`config.mk`:
```
export PLATFORM = sky130hd
export DESIGN_NAME = rr_mux_arbiter_flat
export DESIGN_NICKNAME = d
export VERILOG_FILES = /design/src/rtl/rr_mux_arbiter_pkg.sv /design/src/rtl/rr_mux_arbiter_if.sv /design/src/rtl/rr_mux_arbiter_pick2.sv /design/src/rtl/rr_mux_arbiter.sv /design/src/flat_wrapper.sv
export SDC_FILE = /design/constraint.sdc
export NUM_CORES = 1
export LEC_CHECK = 0
export ABC_CLOCK_PERIOD_IN_PS = 1000
export BUFFER_PORTS_ARGS = -buffer_cell sky130_fd_sc_hd__buf_2
export CAP_MARGIN = 20
export CELL_PAD_IN_SITES_DETAIL_PLACEMENT = 1
export CELL_PAD_IN_SITES_GLOBAL_PLACEMENT = 2
export CORE_ASPECT_RATIO = 0.75
export CORE_MARGIN = 8
export CORE_UTILIZATION = 19
export DETAILED_ROUTE_END_ITERATION = 8
export PLACE_DENSITY = 0.69
export SETUP_SLACK_MARGIN = 0.1
export SLEW_MARGIN = 10
export SYNTH_ARGS = -nofsm -noshare
export SYNTH_HDL_FRONTEND = slang
export SYNTH_SLANG_ARGS = --single-unit
```
`constraint.sdc`:
```
create_clock -name clk -period 1 [get_ports clk]
set_input_delay 0.2 -clock clk [delete_from_list [all_inputs] [get_ports clk]]
set_output_delay 0.2 -clock clk [all_outputs]
set_load 0.01 [all_outputs]
```
`src/rtl/rr_mux_arbiter_pkg.sv`:
```
// Shared types and constants for the two-requester round-robin mux arbiter.
package rr_mux_arbiter_pkg;

  localparam int DEF_WIDTH = 4;

  // Requester index, doubles as the 2:1 mux select.
  typedef logic req_idx_t;
  localparam req_idx_t REQ0 = 1'b0;
  localparam req_idx_t REQ1 = 1'b1;

  // Output-register occupancy; the encoding is the out_valid bit itself.
  typedef enum logic {
    EMPTY = 1'b0,
    FULL  = 1'b1
  } state_t;

endpackage

```
`src/rtl/rr_mux_arbiter_if.sv`:
```
// Handshake bundle: two requester channels plus the registered output channel.
interface rr_mux_arbiter_if #(
  parameter int WIDTH = rr_mux_arbiter_pkg::DEF_WIDTH
);
  logic             req0;
  logic [WIDTH-1:0] data0;
  logic             ack0;
  logic             req1;
  logic [WIDTH-1:0] data1;
  logic             ack1;
  logic             out_valid;
  logic [WIDTH-1:0] out_data;
  logic             out_ready;
  logic             sel;

  // Environment side: producers and the downstream consumer.
  modport master (
    output req0, data0, req1, data1, out_ready,
    input  ack0, ack1, out_valid, out_data, sel
  );

  // Arbiter side.
  modport slave (
    input  req0, data0, req1, data1, out_ready,
    output ack0, ack1, out_valid, out_data, sel
  );
endinterface

```
`src/rtl/rr_mux_arbiter_pick2.sv`:
```
// Combinational two-way round-robin pick. prio names the index that wins a tie.
module rr_pick2
  import rr_mux_arbiter_pkg::*;
(
  input  logic     req0,
  input  logic     req1,
  input  req_idx_t prio,
  input  logic     en,
  output req_idx_t winner,
  output logic     ack0,
  output logic     ack1
);

  // Tie goes to prio; otherwise whichever requester is asking.
  always_comb begin
    winner = REQ0;
    if (req0 && req1) winner = prio;
    else if (req1)    winner = REQ1;
  end

  // en already implies at least one request, but gating on reqN keeps
  // the acks one-hot and tied to a real request.
  assign ack0 = en & req0 & (winner == REQ0);
  assign ack1 = en & req1 & (winner == REQ1);

endmodule

```
`src/rtl/rr_mux_arbiter.sv`:
```
// Round-robin arbiter steering two producers through a 2:1 mux into a
// single registered valid/ready output stage.
module rr_mux_arbiter
  import rr_mux_arbiter_pkg::*;
#(
  parameter int WIDTH = DEF_WIDTH
)(
  input  logic               clk,
  input  logic               rst,
  rr_mux_arbiter_if.slave    bus
);

  state_t           state;
  req_idx_t         prio;
  req_idx_t         winner;
  logic             load;
  logic             xfer;
  logic [WIDTH-1:0] mux_out;
  logic [WIDTH-1:0] data_q;
  req_idx_t         sel_q;

  // Load whenever someone asks and the output slot is free or draining.
  // Reset suppresses loads so no ack is seen during the reset cycle.
  assign load = (bus.req0 | bus.req1) & ((state == EMPTY) | bus.out_ready) & ~rst;
  assign xfer = (state == FULL) & bus.out_ready;

  rr_pick2 u_pick (
    .req0   (bus.req0),
    .req1   (bus.req1),
    .prio   (prio),
    .en     (load),
    .winner (winner),
    .ack0   (bus.ack0),
    .ack1   (bus.ack1)
  );

  // 2:1 mux: a=data0, b=data1, select = winner.
  assign mux_out = (winner == REQ1) ? bus.data1 : bus.data0;

  // Output register, occupancy FSM and round-robin pointer.
  always_ff @(posedge clk) begin
    if (rst) begin
      state  <= EMPTY;
      data_q <= '0;
      sel_q  <= REQ0;
      prio   <= REQ0;
    end else begin
      case (state)
        EMPTY: if (load) state <= FULL;
        FULL:  if (xfer && !load) state <= EMPTY;
        default: state <= EMPTY;
      endcase
      if (load) begin
        data_q <= mux_out;
        sel_q  <= winner;
        prio   <= ~winner;
      end
    end
  end

  assign bus.out_valid = (state == FULL);
  assign bus.out_data  = data_q;
  assign bus.sel       = sel_q;

endmodule

```
`src/flat_wrapper.sv`:
```
// flat-port wrapper written by rule: the top's interface ports become plain ports
module rr_mux_arbiter_flat import rr_mux_arbiter_pkg::*;
#(
  parameter int WIDTH = DEF_WIDTH
)
  (clk, rst, bus_req0, bus_data0, bus_req1, bus_data1, bus_out_ready, bus_ack0, bus_ack1, bus_out_valid, bus_out_data, bus_sel);
  rr_mux_arbiter_if #(.WIDTH(WIDTH)) bus_i ();
  input  logic clk;
  input  logic rst;
  input wire logic [$bits(bus_i.req0)-1:0] bus_req0;
  input wire logic [$bits(bus_i.data0)-1:0] bus_data0;
  input wire logic [$bits(bus_i.req1)-1:0] bus_req1;
  input wire logic [$bits(bus_i.data1)-1:0] bus_data1;
  input wire logic [$bits(bus_i.out_ready)-1:0] bus_out_ready;
  output wire logic [$bits(bus_i.ack0)-1:0] bus_ack0;
  output wire logic [$bits(bus_i.ack1)-1:0] bus_ack1;
  output wire logic [$bits(bus_i.out_valid)-1:0] bus_out_valid;
  output wire logic [$bits(bus_i.out_data)-1:0] bus_out_data;
  output wire logic [$bits(bus_i.sel)-1:0] bus_sel;
  assign bus_i.req0 = bus_req0;
  assign bus_i.data0 = bus_data0;
  assign bus_i.req1 = bus_req1;
  assign bus_i.data1 = bus_data1;
  assign bus_i.out_ready = bus_out_ready;
  assign bus_ack0 = bus_i.ack0;
  assign bus_ack1 = bus_i.ack1;
  assign bus_out_valid = bus_i.out_valid;
  assign bus_out_data = bus_i.out_data;
  assign bus_sel = bus_i.sel;
  rr_mux_arbiter #(.WIDTH(WIDTH)) u_core (.clk(clk), .rst(rst), .bus(bus_i));
endmodule
```
==> key figures <==
Global route
  – Gr usage total: 0.08796
  – Global-route wire length before repair: 2.283 mm
  – GRT Residual Overflow: 0
  – Vias in the first global route: 476
  – Initial antenna violation count: 0
  – Largest net degree at the start of global routing: 9

Clock network
  – Clock Sinks: 7
  – H-tree levels: 1
  – Clock Root Buffer: clkbuf_4
  – Worst-skew pair later-pin latency: 260 ps
  – TritonCTS buffer count: 3
  – CTS tree: built
  – CTS max path bufs: 2
  – Worst-path clk slew: 60 ps

Yosys
  – Top_reg_cell synth: dfxtp_1
  – Commonest cells post-synth: dfxtp_1, a21oi_1, a311oi_1, nand3b_1, o21ai_0
  – Seq/Total Area, Yosys: 0.3771
  – Post-synth top area share: 0.3771
  – Most frequent cell after synthesis: dfxtp_1
  – Post-Syn Area: 371.6 um2
  – Post-synth EDFFs: 0
  – Mux contribution to synthesized area: 0
  – Number of synthesized register bits: 7
  – Compound-Gate Fraction of Synth Area: 0.3401
  – Synth Area in Simple Gates: 0.2256
  – Area contributors post-synth: dfxtp_1, a311oi_1, a21oi_1
  – Avg Inst Size Synth: around 9.5 um2
  – Post-synth ARST share: 0
  – Yosys cell types: 18
  – Post-Synth Adder-Cell Area: 0
  – Xor/xnor share of the synthesized area: 0
  – Largest family of logic cells by synthesized area: compound AO/OA/AOI/OAI gates
  – Cells after Synth: 39
  – Ys Warns: 0
  – Synthesized Nets: 52
  – Post-synth top area cell: dfxtp_1

Timing
  – Hold slack: 217.9 ps
  – Fmax: ~700 MHz
  – Fin crit share: 1.405
  – Final setup skew: 1.823 ps
  – Setup WS post-layout: -404.6 ps
  – Final setup vio count: 8
  – Final Slew Violations: 0
  – Worst-Margin Slew: 200.2 ps
  – Slew headroom: 0.8651
  – Setup repair after global routing missed its margin: true
  – Endpoints failing hold: 0
  – Crit path time final: between 1000 and 1500 ps

Worst setup path
  – CP Launch Point: u_core.prio
  – Critical Path Sink Type: output port
  – Setup crit start kind: register
  – R2R cell count: 6
  – CP endpoint: bus_ack1
  – R2r endpoint: u_core.bus.out_data[1]
  – Worst setup path class: reg -> out
  – FF-to-FF setup slack: -270 ps
  – Critical Path RT: 800 ps
  – WP data arrival: 1200 ps
  – R2R Path Start: u_core.prio
  – Worst Path Max Fanout: 2

Place
  – Buffers on Ports: 20
  – GPL Wtd Cong: between 0.7 and 0.8
  – Pre-CTS WS: -239.5 ps
  – HPWL Detailed: 1.040 mm

Layout
  – Final design utilization: 0.3552
  – P&R area growth vs syn: 84.18%
  – Ant diodes: 0
  – Share of post-route cells with drive strength above 1: 0.6901
  – Fill count: ~230
  – Final #Nets: 85

Power and ir drop
  – Lkg Pwr: approximately 0.31 nW
  – Final Total Pwr: between 0.8 and 0.9 mW
  – PD cells: 1246 nW/um2
  – VDD IR max: a little under 0.5 mV

Routing
  – Routed vias/inst: 4.558
  – Antenna Nets Post-Route: 0
  – Initial detailed-routing violation count: 0
  – Routed wire length: about 1.4 mm
  – Detailed-router iteration count before antenna repair: 1
  – Number of remaining DRC errors: 0
  – WL/cell: 14.86 um
  – Via Count: 433

Min path
  – WHS Path Cells: 3
  – Hold crit path type: in -> reg

Floorplanning
  – Initial Util: 0.1929
  – Die ar.: 3642 um2
  – DIE WIDTH: 67.07 um
  – # rows: 14
  – I/O pin count: 21
  – Floorplan Core Area: 1927 um2
  – Die height: 54.30 um

Job
  – Max-cap viol count: 0

Status
  – Failing checks: negative setup slack
  – Outcome: finished, violations left
[report_power, final]
group | internal (mW) | switching [mW] | total [mW]
logic | 0.150 | 0.108 | 0.257
registers | 0.306 | 0.0165 | 0.322
clock network | 0.153 | 0.120 | 0.273
[cell usage in the layout, fill, tap and decap left out, types with 3 or more instances in the layout]
master / n
buf_2: 14
buf_4: 9
dfxtp_2: 7
a21oi_1: 6
buf_6: 6
nand3b_1: 4
clkbuf_4: 3
[registers in the layout, indices dropped and copies added, names as in the netlist]
signal / count
u_core.bus.out_valid: 1
u_core.bus.out_data: 4
u_core.bus.sel: 1
u_core.prio: 1
[worst min path at each step]
| stage | endpoint | slack (ps) | from |
|---|---|---|---|
| 2_1_floorplan | u_core.bus.out_valid | 370 | bus_req0 |
| 3_3_place_gp | u_core.bus.out_data[1] | 490 | bus_data1[1] |
| 3_5_place_dp | u_core.bus.out_data[3] | 500 | bus_data1[3] |
| 4_1_cts | u_core.bus.out_data[3] | 210 | bus_data1[3] |
| 5_1_grt | u_core.bus.out_data[3] | 220 | bus_data1[3] |
| 6_report | u_core.bus.out_data[3] | 220 | bus_data1[3] |
[worst max-delay path: stages, from the launching register on]
cell     delay, ps
dfxtp_2        320
nor2b_1         40
buf_4          150
nor4b_4        260
buf_2          180
[area by class of cell]
type | count | area [um2] | share of cell area
multi-input cells | 28 | 235.2 | 0.3437
repair buffers | 31 | 240.2 | 0.3510
inverters | 1 | 3.754 | 0.005484
clock buffers | 4 | 26.28 | 0.03839
well taps | 24 | 30.03 | 0.04388
flip-flops and latches | 7 | 148.9 | 0.2176
[through the flow]
step | instances | TNS [ps] | cell area, um2
after global placement | 89 | -1278 | 566.8
after global routing | 95 | -2359 | 684.4
final | 95 | -1845 | 684.4
after floorplan | 39 | -175.3 | 390.4
after detailed placement | 89 | -1455 | 566.8
after CTS | 94 | -1837 | 656.9
[cell families after synthesis]
logic type,count (synthesis)
flops,7
simple gates,10
compound gates,18
buf+inv,4
[layer usage]
metal	track usage	share of wire	up-vias
met1	0.09524	0.45	205
met4	0.05190	0.013	0
met3	0.05112	0.089	2
met2	0.1331	0.45	15
li1	-	-	211
met5	0	0	-
[repair_timing]
action                                  4_1_cts  5_1_grt
resized for setup                            15        4
hold buffers                                  0        0
pin swaps                                     0        2
endpoints found under the setup margin       14       14
buffers inserted                              1        1
Power figures use the tool's default switching activity.
